## config.mk

```make
export PLATFORM = sky130hd
export DESIGN_NAME = clk_div_ctrl
export DESIGN_NICKNAME = d
export VERILOG_FILES = /design/src/rtl/rgb_ctrl_pkg.sv /design/src/rtl/clk_div_ctrl.sv
export SDC_FILE = /design/constraint.sdc
export NUM_CORES = 1
export LEC_CHECK = 0
export BUFFER_PORTS_ARGS = -buffer_cell sky130_fd_sc_hd__buf_2
export CORE_MARGIN = 2
export CORE_UTILIZATION = 40
export CTS_CLUSTER_SIZE = 40
export DETAILED_ROUTE_END_ITERATION = 16
export GPL_TIMING_DRIVEN = 0
export RECOVER_POWER = 50
export SYNTH_ARGS = -nofsm -noshare
export SYNTH_HDL_FRONTEND = slang
export SYNTH_SLANG_ARGS = --single-unit
```

## constraint.sdc

```tcl
create_clock -name clk -period 4.1 [get_ports clk]
set_input_delay 0.41 -clock clk [delete_from_list [all_inputs] [get_ports clk]]
set_output_delay 0.41 -clock clk [all_outputs]
set_load 0.02 [all_outputs]
```

## src/rtl/rgb_ctrl_pkg.sv

```systemverilog
// Shared definitions for the rgb_ctrl timing path.
//   DivW    : default width of divisor fields and divider counters.
//   state_e : clock-enable controller states.
//             StIdle = stopped
//             StRun  = counting
//             StPend = counting, with a shadow config waiting for the period boundary
package rgb_ctrl_pkg;

  localparam int unsigned DivW = 8;

  typedef enum logic [1:0] {
    StIdle = 2'd0,
    StRun  = 2'd1,
    StPend = 2'd2
  } state_e;

endpackage

```

## src/rtl/clk_div_ctrl.sv

```systemverilog
// Programmable clock-enable controller.
// It emits a one-cycle o_tick at the end of every (div_cur + 1)-cycle period, together with
// o_clk_div, a square wave that toggles on every tick. New divisor and run/stop settings arrive
// over a valid/ready handshake. They take effect only at a period boundary, so a period is
// never truncated.
//
// Ports:
//   clk          system clock, rising edge
//   i_rst_n      synchronous active-low reset
//   i_cfg_valid  config request valid
//   o_cfg_ready  config can be accepted this cycle (combinational)
//   i_cfg_div    new divisor (period minus one)
//   i_cfg_en     run (1) or stop (0) once the config is applied
//   o_tick       one-cycle pulse at the end of each period
//   o_clk_div    divided clock, toggles on each tick
//   o_active     high while running or pending
//   o_div_cur    divisor currently in force
module clk_div_ctrl
  import rgb_ctrl_pkg::*;
#(
  parameter int unsigned DIV_W   = DivW,
  parameter int unsigned DIV_RST = 1
) (
  input  logic             clk,
  input  logic             i_rst_n,
  input  logic             i_cfg_valid,
  output logic             o_cfg_ready,
  input  logic [DIV_W-1:0] i_cfg_div,
  input  logic             i_cfg_en,
  output logic             o_tick,
  output logic             o_clk_div,
  output logic             o_active,
  output logic [DIV_W-1:0] o_div_cur
);

  localparam logic [DIV_W-1:0] CntOne = {{(DIV_W-1){1'b0}}, 1'b1};
  localparam logic [DIV_W-1:0] DivRst = DIV_W'(DIV_RST);

  state_e           state_q, state_d;
  logic [DIV_W-1:0] cnt_q, cnt_d;
  logic [DIV_W-1:0] div_q, div_d;
  logic [DIV_W-1:0] sh_div_q, sh_div_d;
  logic             sh_en_q, sh_en_d;
  logic             tick_q, tick_d;
  logic             clk_div_q, clk_div_d;
  logic             active_q, active_d;

  logic accept;
  logic terminal;

  assign o_cfg_ready = i_rst_n & (state_q != StPend);
  assign accept      = i_cfg_valid & o_cfg_ready;
  // Terminal compare uses only the divisor in force, never the incoming request.
  assign terminal    = (cnt_q == div_q);

  always_comb begin
    state_d   = state_q;
    cnt_d     = cnt_q;
    div_d     = div_q;
    sh_div_d  = sh_div_q;
    sh_en_d   = sh_en_q;
    tick_d    = 1'b0;
    clk_div_d = clk_div_q;

    unique case (state_q)
      StIdle: begin
        cnt_d     = '0;
        clk_div_d = 1'b0;
        if (accept) begin
          div_d = i_cfg_div;
          if (i_cfg_en) begin
            state_d = StRun;
          end
        end
      end

      StRun, StPend: begin
        if (terminal) begin
          cnt_d     = '0;
          tick_d    = 1'b1;
          clk_div_d = ~clk_div_q;
        end else begin
          cnt_d = cnt_q + CntOne;
        end

        if (state_q == StRun) begin
          // A request landing on a terminal edge waits a full period; this terminal is RUN's.
          if (accept) begin
            sh_div_d = i_cfg_div;
            sh_en_d  = i_cfg_en;
            state_d  = StPend;
          end
        end else if (terminal) begin
          div_d = sh_div_q;
          if (sh_en_q) begin
            state_d = StRun;
          end else begin
            state_d   = StIdle;
            clk_div_d = 1'b0;
          end
        end
      end

      default: begin
        state_d = StIdle;
        cnt_d   = '0;
      end
    endcase

    active_d = (state_d != StIdle);
  end

  always_ff @(posedge clk) begin
    if (!i_rst_n) begin
      state_q   <= StIdle;
      cnt_q     <= '0;
      div_q     <= DivRst;
      sh_div_q  <= '0;
      sh_en_q   <= 1'b0;
      tick_q    <= 1'b0;
      clk_div_q <= 1'b0;
      active_q  <= 1'b0;
    end else begin
      state_q   <= state_d;
      cnt_q     <= cnt_d;
      div_q     <= div_d;
      sh_div_q  <= sh_div_d;
      sh_en_q   <= sh_en_d;
      tick_q    <= tick_d;
      clk_div_q <= clk_div_d;
      active_q  <= active_d;
    end
  end

  assign o_tick    = tick_q;
  assign o_clk_div = clk_div_q;
  assign o_active  = active_q;
  assign o_div_cur = div_q;

endmodule

```

* Word level (Yosys, flattened, before mapping)
Index checks and enable logic that the tools add are counted.
Storage, ports and cells: bits in registers 30, output and inout port bits 12, logic and storage cells 46
Cells by class: $add $sub $neg 1, equality and inequality tests 7, muxes and demuxes 17, bitwise logic cells 5, reductions and logical operators 8
Operators with widths (number):
- two-way mux 8 bit | 3
- case mux 8 bit (2 select lines) | 1
- two-way mux 2 bit | 5
- adder 8 x 1 -> 8 bit, second input constant | 1
- == test 8 bit | 1
- inequality test 2 bit, second input constant | 4
- two-way mux 1 bit | 6
- case mux 2 bit (2 select lines) | 1
- AND reduction 4 bit | 1
- nonzero test 2 bit | 2
- inverter 1 bit | 3
- AND reduction 3 bit | 1
- OR reduction 3 bit | 1
- bitwise AND 1 bit | 2
- == test 2 x 1 -> 1 bit, second input constant | 1
- == test 2 bit, second input constant | 1
- zero test 2 bit | 1
- case mux 1 bit (2 select lines) | 1
- AND reduction 2 bit | 1
- OR reduction 2 bit | 1

* Depth between registers and ports, before layout
Gate-level depths: netlist (run 1).
depth in word-level cells 7, mapped depth 8, mapped depth without buffers 7

* Worst setup path after synthesis (run 1)
OpenSTA, ideal clock, no wires.
path kind register to register, from register state_q[0], to register div_q[6], in the netlist o_div_cur[6], setup time 115 ps, data arrival time 1760 ps, data required time 3985 ps, path slack 2225 ps, cell stages (with the launch flop) 9, buffers on the path 1, clock period less this slack 1875 ps, path through dfxtp_1 > inv_1 > ha_1 > and3b_4 > mux2_4 > nand4b_4 > buf_6 > and3_1 > o21a_1
On the way: longest elaborated chain between the ends 5
Ends and longest elaborated chain:
- start: declaration | RTL line clk_div_ctrl.sv:39 | state_e state_q, state_d;
- start signal: assignment | RTL line clk_div_ctrl.sv:115 | state_q <= StIdle;
- start signal: assignment | RTL line clk_div_ctrl.sv:124 | state_q <= state_d;
- inequality test 2 bit | RTL line clk_div_ctrl.sv:51 | assign o_cfg_ready = i_rst_n & (state_q != StPend);
- bitwise AND 1 bit | RTL line clk_div_ctrl.sv:51
- bitwise AND 1 bit | RTL line clk_div_ctrl.sv:52 | assign accept = i_cfg_valid & o_cfg_ready;
- inequality test 2 bit (no line)
- AND reduction 4 bit (no line)
- end signal: assignment | RTL line clk_div_ctrl.sv:117 | div_q <= DivRst;
- end signal: assignment | RTL line clk_div_ctrl.sv:126 | div_q <= div_d;
- end: declaration | RTL line clk_div_ctrl.sv:41 | logic [DIV_W-1:0] div_q, div_d;
Several ways; a longest one is shown, not always the timed one. A chain may end at the register's enable or synchronous reset.

* Worst setup path after layout (run 1)
from register state_q[0], to register active_q, in the netlist o_active
On the way: longest elaborated chain between the ends 7
Ends and longest elaborated chain:
- inequality test 2 bit | RTL line clk_div_ctrl.sv:51
- bitwise AND 1 bit | RTL line clk_div_ctrl.sv:51
- bitwise AND 1 bit | RTL line clk_div_ctrl.sv:52
- two-way mux 2 bit | RTL line clk_div_ctrl.sv:88 | if (accept) begin
- two-way mux 2 bit | RTL line clk_div_ctrl.sv:86 | if (state_q == StRun) begin
- case mux 2 bit (2 select lines) * | RTL line clk_div_ctrl.sv:65 | unique case (state_q)
- nonzero test 2 bit * | RTL line clk_div_ctrl.sv:110 | active_d = (state_d != StIdle);
- end signal: assignment | RTL line clk_div_ctrl.sv:131 | active_q <= active_d;
- end: declaration | RTL line clk_div_ctrl.sv:46 | logic active_q, active_d;
Mark *: on every way between the ends. The rest lies on a longest branch, timed or not.

==> flow_summary.ini, run 1 <==
[sta]
skew_ps = 7.76
max_freq_mhz = 419
rsz0062_at_grt = false
finalSetupTns_ps = 0
fin_crit_ps = 2390
worstMarginPinSlew_ps = 665
finalHoldViolations = 0
maxSlewHeadroom_pct = 55.6
maxSlewViolCount = 0
setup_ws_ps = 1710
setup_viol = 0
min_period_over_period_pct = 58.2

[placed_design]
gp_congestion = 0.786
portBuffers = 22
pre_cts_slack_ps = 2060
placed_area_um2 = 1750
dpl.hpwl_um = 2370
place_inst = 235

[global_route]
grt_use_total_pct = 16.4
grt_antenna_before_repair = 0
grt_pass1_wl_um = 5440
overflow = 0
grt_pass1_vias = 1149
grt_max_degree = 11

[floorplan]
io_pins = 24
die_area_um2 = 4460
die-width_um = 66.8
die_height_um = 66.8
initial_core_util_pct = 42.4
core_um2 = 3720
num_rows = 22

[synthesis]
syn_area_per_cell_um2 = 9.55
syn_area_um2 = 1580
syn_inst = 165
seq_area_frac_synth_pct = 38.1
ys_warn_count = 0
ys_types = 38
synth-seq-cells = 30
synth_fp_nets = 182

[layout]
post-route-util_pct = 49.0
final_cell_mix = dfxtp_1 (30), clkbuf_1 (18), mux2i_1 (16)
drive_above_1_share_pct = 12.8
nets = 211
fin_cells = 243
area_delta_synth_final_pct = 15.4
final_area_um2 = 1820
final_common_cell = dfxtp_1
n_antenna_cell = 0

[power]
clkPwrFrac_pct = 40.2
p_leak_uw = 0.000778
p_per_area_nw_per_um2 = 331
p_switching_uw = 144
seqPwrFrac_pct = 50.0
pwr-share-comb_pct = 9.8
p_int_uw = 457
ir_drop_uv = 196
swShare_pct = 24.0

[clock_network]
clkTransAtPathRegs_ps = 60
clock_tree.buffer_depth = 2
clock-sinks = 30
cts_buffers = 5
cts_tree = yes
cts_setup_buffers = 0
ctsRootBufferMaster = clkbuf_8
hold_buffers = 0
clk_latency_ps = 280
cts_resized = 0
cts_max_level = 2

[job]
drv_cap = 0

[detailed_routing]
drt_pass1_iterations = 4
drc = 0
drt_iter0_drc = 57
vias = 1234
vias_per_cell = 5.08
wirelength_um = 3140
post_drt_wl_per_cell_um = 12.9
antenna_left = 0

[setup_path]
end_kind = flip-flop
worstPathMaxFanout = 10
critPathKind = flip-flop to flip-flop
cp.arrival_ps = 2550
start_kind = flip-flop
worstPathRequired_ps = 4260

[run_status]
outcome = finished, final reports clean

[min_path]
hold_path_class = input port to flip-flop
## worst max-delay path, cell delays in order, from the launching register on
cell and delay [ps]:
dfxtp_1 420, inv_1 110, ha_1 280, clkbuf_1 390, nand4_1 130, clkbuf_1 340, a21o_1 270, a211o_1 260
o41ai_1 80
## metal layers
metal	track usage [%]	up-vias	share of wire (%)
li1	-	637	-
met1	22.0	563	50
met2	24.6	29	44
met3	4.05	5	4.5
met4	7.65	0	1.4
met5	0	-	0
## kinds of logic (layout without fill, tap and decap cells)
| logic type | Yosys count | after routing | share of synthesized area (%) |
|---|---|---|---|
| and+or+nand+nor | 58 | 58 | 22.4 |
| DFF | 30 | 30 | 38.1 |
| AOI/OAI and AO/OA | 28 | 28 | 12.1 |
| muxes | 17 | 17 | 11.1 |
| xor gates and xnor gates | 14 | 14 | 7.78 |
| buffers and inverters | 13 | 43 | 4.52 |
| adders and majority gates | 5 | 5 | 3.97 |
## synth_stat cells
cell type | count | area share [%]
dfxtp_1 | 30 | 38
mux2i_1 | 16 | 10
nor2b_1 | 13 | 5.2
xnor2_1 | 12 | 6.7
nor2_1 | 11 | 2.6
and3_1 | 10 | 4.0
a21oi_1 | 9 | 2.9
o21a_1 | 8 | 3.8
nand2_1 | 6 | 1.4
ha_1 | 5 | 4.0
inv_1 | 5 | 1.2
buf_2 | 3 | 0.95
nand3_1 | 3 | 0.95
nand4_1 | 3 | 1.2
and4_1 | 2 | 1.1
buf_6 | 2 | 1.4
clkbuf_1 | 2 | 0.48
nor3_1 | 2 | 0.63
o211ai_1 | 2 | 0.95
o21ai_0 | 2 | 0.63
xor2_1 | 2 | 1.1
a211o_1 | 1 | 0.56
a21boi_0 | 1 | 0.48
a21o_1 | 1 | 0.48
a221oi_2 | 1 | 0.95
and3b_1 | 1 | 0.56
and3b_4 | 1 | 0.79
and4b_1 | 1 | 0.63
buf_4 | 1 | 0.48
mux2_4 | 1 | 0.95
nand2b_1 | 1 | 0.40
nand2b_2 | 1 | 0.56
nand4b_4 | 1 | 1.5
nor3b_1 | 1 | 0.48
nor4_1 | 1 | 0.40
o2111ai_1 | 1 | 0.56
o21ai_1 | 1 | 0.32
o41ai_1 | 1 | 0.56
## flip-flops by register name (all words and copies together), names as in the netlist
| name | cells |
|---|---|
| o_clk_div | 1 |
| o_tick | 1 |
| o_div_cur | 8 |
| sh_en_q | 1 |
| o_active | 1 |
| cnt_q | 8 |
| state_q | 2 |
| sh_div_q | 8 |
## path summary, 6_finish.rpt
| path | to | startpoint | slack, ps | depth (start not counted) |
|---|---|---|---|---|
| max | o_active | state_q[0] | 1710 | 8 |
| min | sh_div_q[0] | i_cfg_div[0] | 390 | 3 |
| max reg2reg | o_active | state_q[0] | 1710 | 8 |
| min reg2reg | cnt_q[0] | cnt_q[0] | 510 | 1 |
## power by group through the flow
stage / sequential (uW) / clock, uW / combinational, uW
final: 301 / 241 / 59.1
after global routing: 301 / 262 / 66.0
after CTS: 300 / 249 / 60.9
after detailed placement: 307 / 0 / 60.6
after global placement: 307 / 0 / 59.6
after floorplan: 311 / 0 / 37.0
## area by class of cell
| class | count | area, um2 |
|---|---|---|
| tap | 48 | 60.1 |
| inverter | 5 | 18.8 |
| timing repair buffer | 22 | 95.1 |
| buffer | 8 | 48.8 |
| sequential | 30 | 601 |
| multi-input combinational | 122 | 905 |
| clock buffer | 7 | 86.3 |
| clock inverter | 1 | 5.00 |
| fill | 384 | 1900 |
## metrics by stage
stage	hold slack, ps	total power (uW)
2_1_floorplan	437	348
3_3_place_gp	454	366
3_5_place_dp	502	368
4_1_cts	392	610
5_1_grt	402	629
6_report	394	601
Note: power is estimated with default switching activity, not from simulation.
==> run 2, diff against run 1 <==
==> constraint.sdc (replaced) <==
create_clock -name clk -period 2.36 [get_ports clk]
set_input_delay 0.236 -clock clk [delete_from_list [all_inputs] [get_ports clk]]
set_output_delay 0.236 -clock clk [all_outputs]
set_load 0.02 [all_outputs]
==> run 2 against run 1 <==
Routed wire length is 0.19% lower. Largest power group unchanged. Critical path depth stayed put. Register-to-register slack worse by 1400 ps. Power rose by 73%.
==> flow_summary.ini, run 2 (same netlist as run 1, synthesis figures left out) <==
[run_status]
outcome = finished, final reports clean

[clock_network]
cts_tree = yes
clk_latency_ps = 280
clkTransAtPathRegs_ps = 60
cts_resized = 0
clock-sinks = 30
cts_buffers = 5
cts_max_level = 2
cts_setup_buffers = 0
ctsRootBufferMaster = clkbuf_8
clock_tree.buffer_depth = 2
hold_buffers = 0

[sta]
finalSetupTns_ps = 0
finalHoldViolations = 0
min_period_over_period_pct = 86.8
setup_viol = 0
fin_crit_ps = 2050
worstMarginPinSlew_ps = 445
maxSlewViolCount = 0
max_freq_mhz = 488
rsz0062_at_grt = false
skew_ps = 8.02
maxSlewHeadroom_pct = 70.3
fin_hold_ws_ps = 223

[layout]
nets = 211
final_area_um2 = 1820
area_delta_synth_final_pct = 15.6
drive_above_1_share_pct = 14.4
final_common_cell = dfxtp_1
fillers = 381
multiInputGateArea_um2 = 905
final_cell_mix = dfxtp_1 (30), mux2i_1 (16), clkbuf_1 (15)
n_antenna_cell = 0
seq_area_um2 = 601

[job]
drv_cap = 0

[setup_path]
critPathKind = flip-flop to flip-flop
cp.arrival_ps = 2220
end_kind = flip-flop
worstPathMaxFanout = 10
slowest_delay_ps = 420
cp_slowest_cell = dfxtp_1
crit_path_cell_trace = inv_1, ha_1, and3b_4, mux2_4, nand4b_4, buf_6, and3_1, o21a_1
worstPathRequired_ps = 2530
start_kind = flip-flop

[detailed_routing]
wirelength_um = 3130
vias_per_cell = 5.10
vias = 1240
post_drt_wl_per_cell_um = 12.9
antenna_left = 0
drt_pass1_iterations = 4
drc = 0
drt_iter0_drc = 48

[global_route]
grt_pass1_vias = 1149
grt_pass1_wl_um = 5440
grt_antenna_before_repair = 0
grt_max_degree = 11
overflow = 0
grt_use_total_pct = 16.4

[floorplan]
io_pins = 24
die_area_um2 = 4460
core_um2 = 3720
die-width_um = 66.8
initial_core_util_pct = 42.4
num_rows = 22
die_height_um = 66.8

[power]
ir_drop_uv = 340
p_leak_uw = 0.000787
finalPower_uw = 1040
p_per_area_nw_per_um2 = 572

[placed_design]
placed_area_um2 = 1750
dpl.hpwl_um = 2370
portBuffers = 22
gp_congestion = 0.786

[min_path]
hold_path_class = input port to flip-flop
==> run 2: cell types whose count changed in the layout (fill, tap and decap cells not counted), sizes merged <==
| cell | delta |
|---|---|
| buf | +3 |
| clkbuf | -3 |
==> run 2: layout make-up <==
type / instances / area share, %
clock inverters: 1 / 0.275
inverters: 5 / 1.03
multi-input cells: 122 / 49.6
clock buffers: 7 / 4.74
well taps: 48 / 3.29
plain buffers: 8 / 2.88
repair buffers: 22 / 5.22
flip-flops and latches: 30 / 32.9
==> run 2: layer usage <==
metal,vias to the layer above,wire length (um),GRT usage (%)
met1,570,1570,22.0
met2,29,1400,24.6
met3,4,125,4.05
met5,-,0,0
met4,0,33,7.65
li1,637,-,-
==> run 2: critical path: cells and delay by family (launching register included) <==
kind	cells	cell delay (ps)
AO/OA/AOI/OAI	1	180
adder cells (fa/ha/maj)	1	240
buffers and inverters	2	290
flip-flops	1	420
multiplexers	1	180
AND/OR/NAND/NOR	3	650
==> run 2: power breakdown <==
group          total [uW]  internal (uW)  switching [uW]
sequential            522            514            7.90
clock                 417            235             182
combinational         103           44.9            57.9
==> run 2: path summary, 6_finish.rpt <==
| check | from | to | slack, ps | depth (start not counted) |
|---|---|---|---|---|
| setup / recovery | state_q[0] | o_div_cur[6] | 310 | 8 |
| hold / removal | i_cfg_div[0] | sh_div_q[0] | 220 | 3 |
| setup reg to reg | state_q[0] | o_div_cur[6] | 310 | 8 |
| hold reg to reg | cnt_q[0] | cnt_q[0] | 510 | 1 |
==> run 2: through the flow <==
step                      worst slack, ps  util (%)  cells
after detailed placement              319      47.0    235
after floorplan                       485         -    165
final                                 310      49.1    243
after global routing                  170      49.1    243
after CTS                             311      49.5    243
after global placement                356      47.0    235
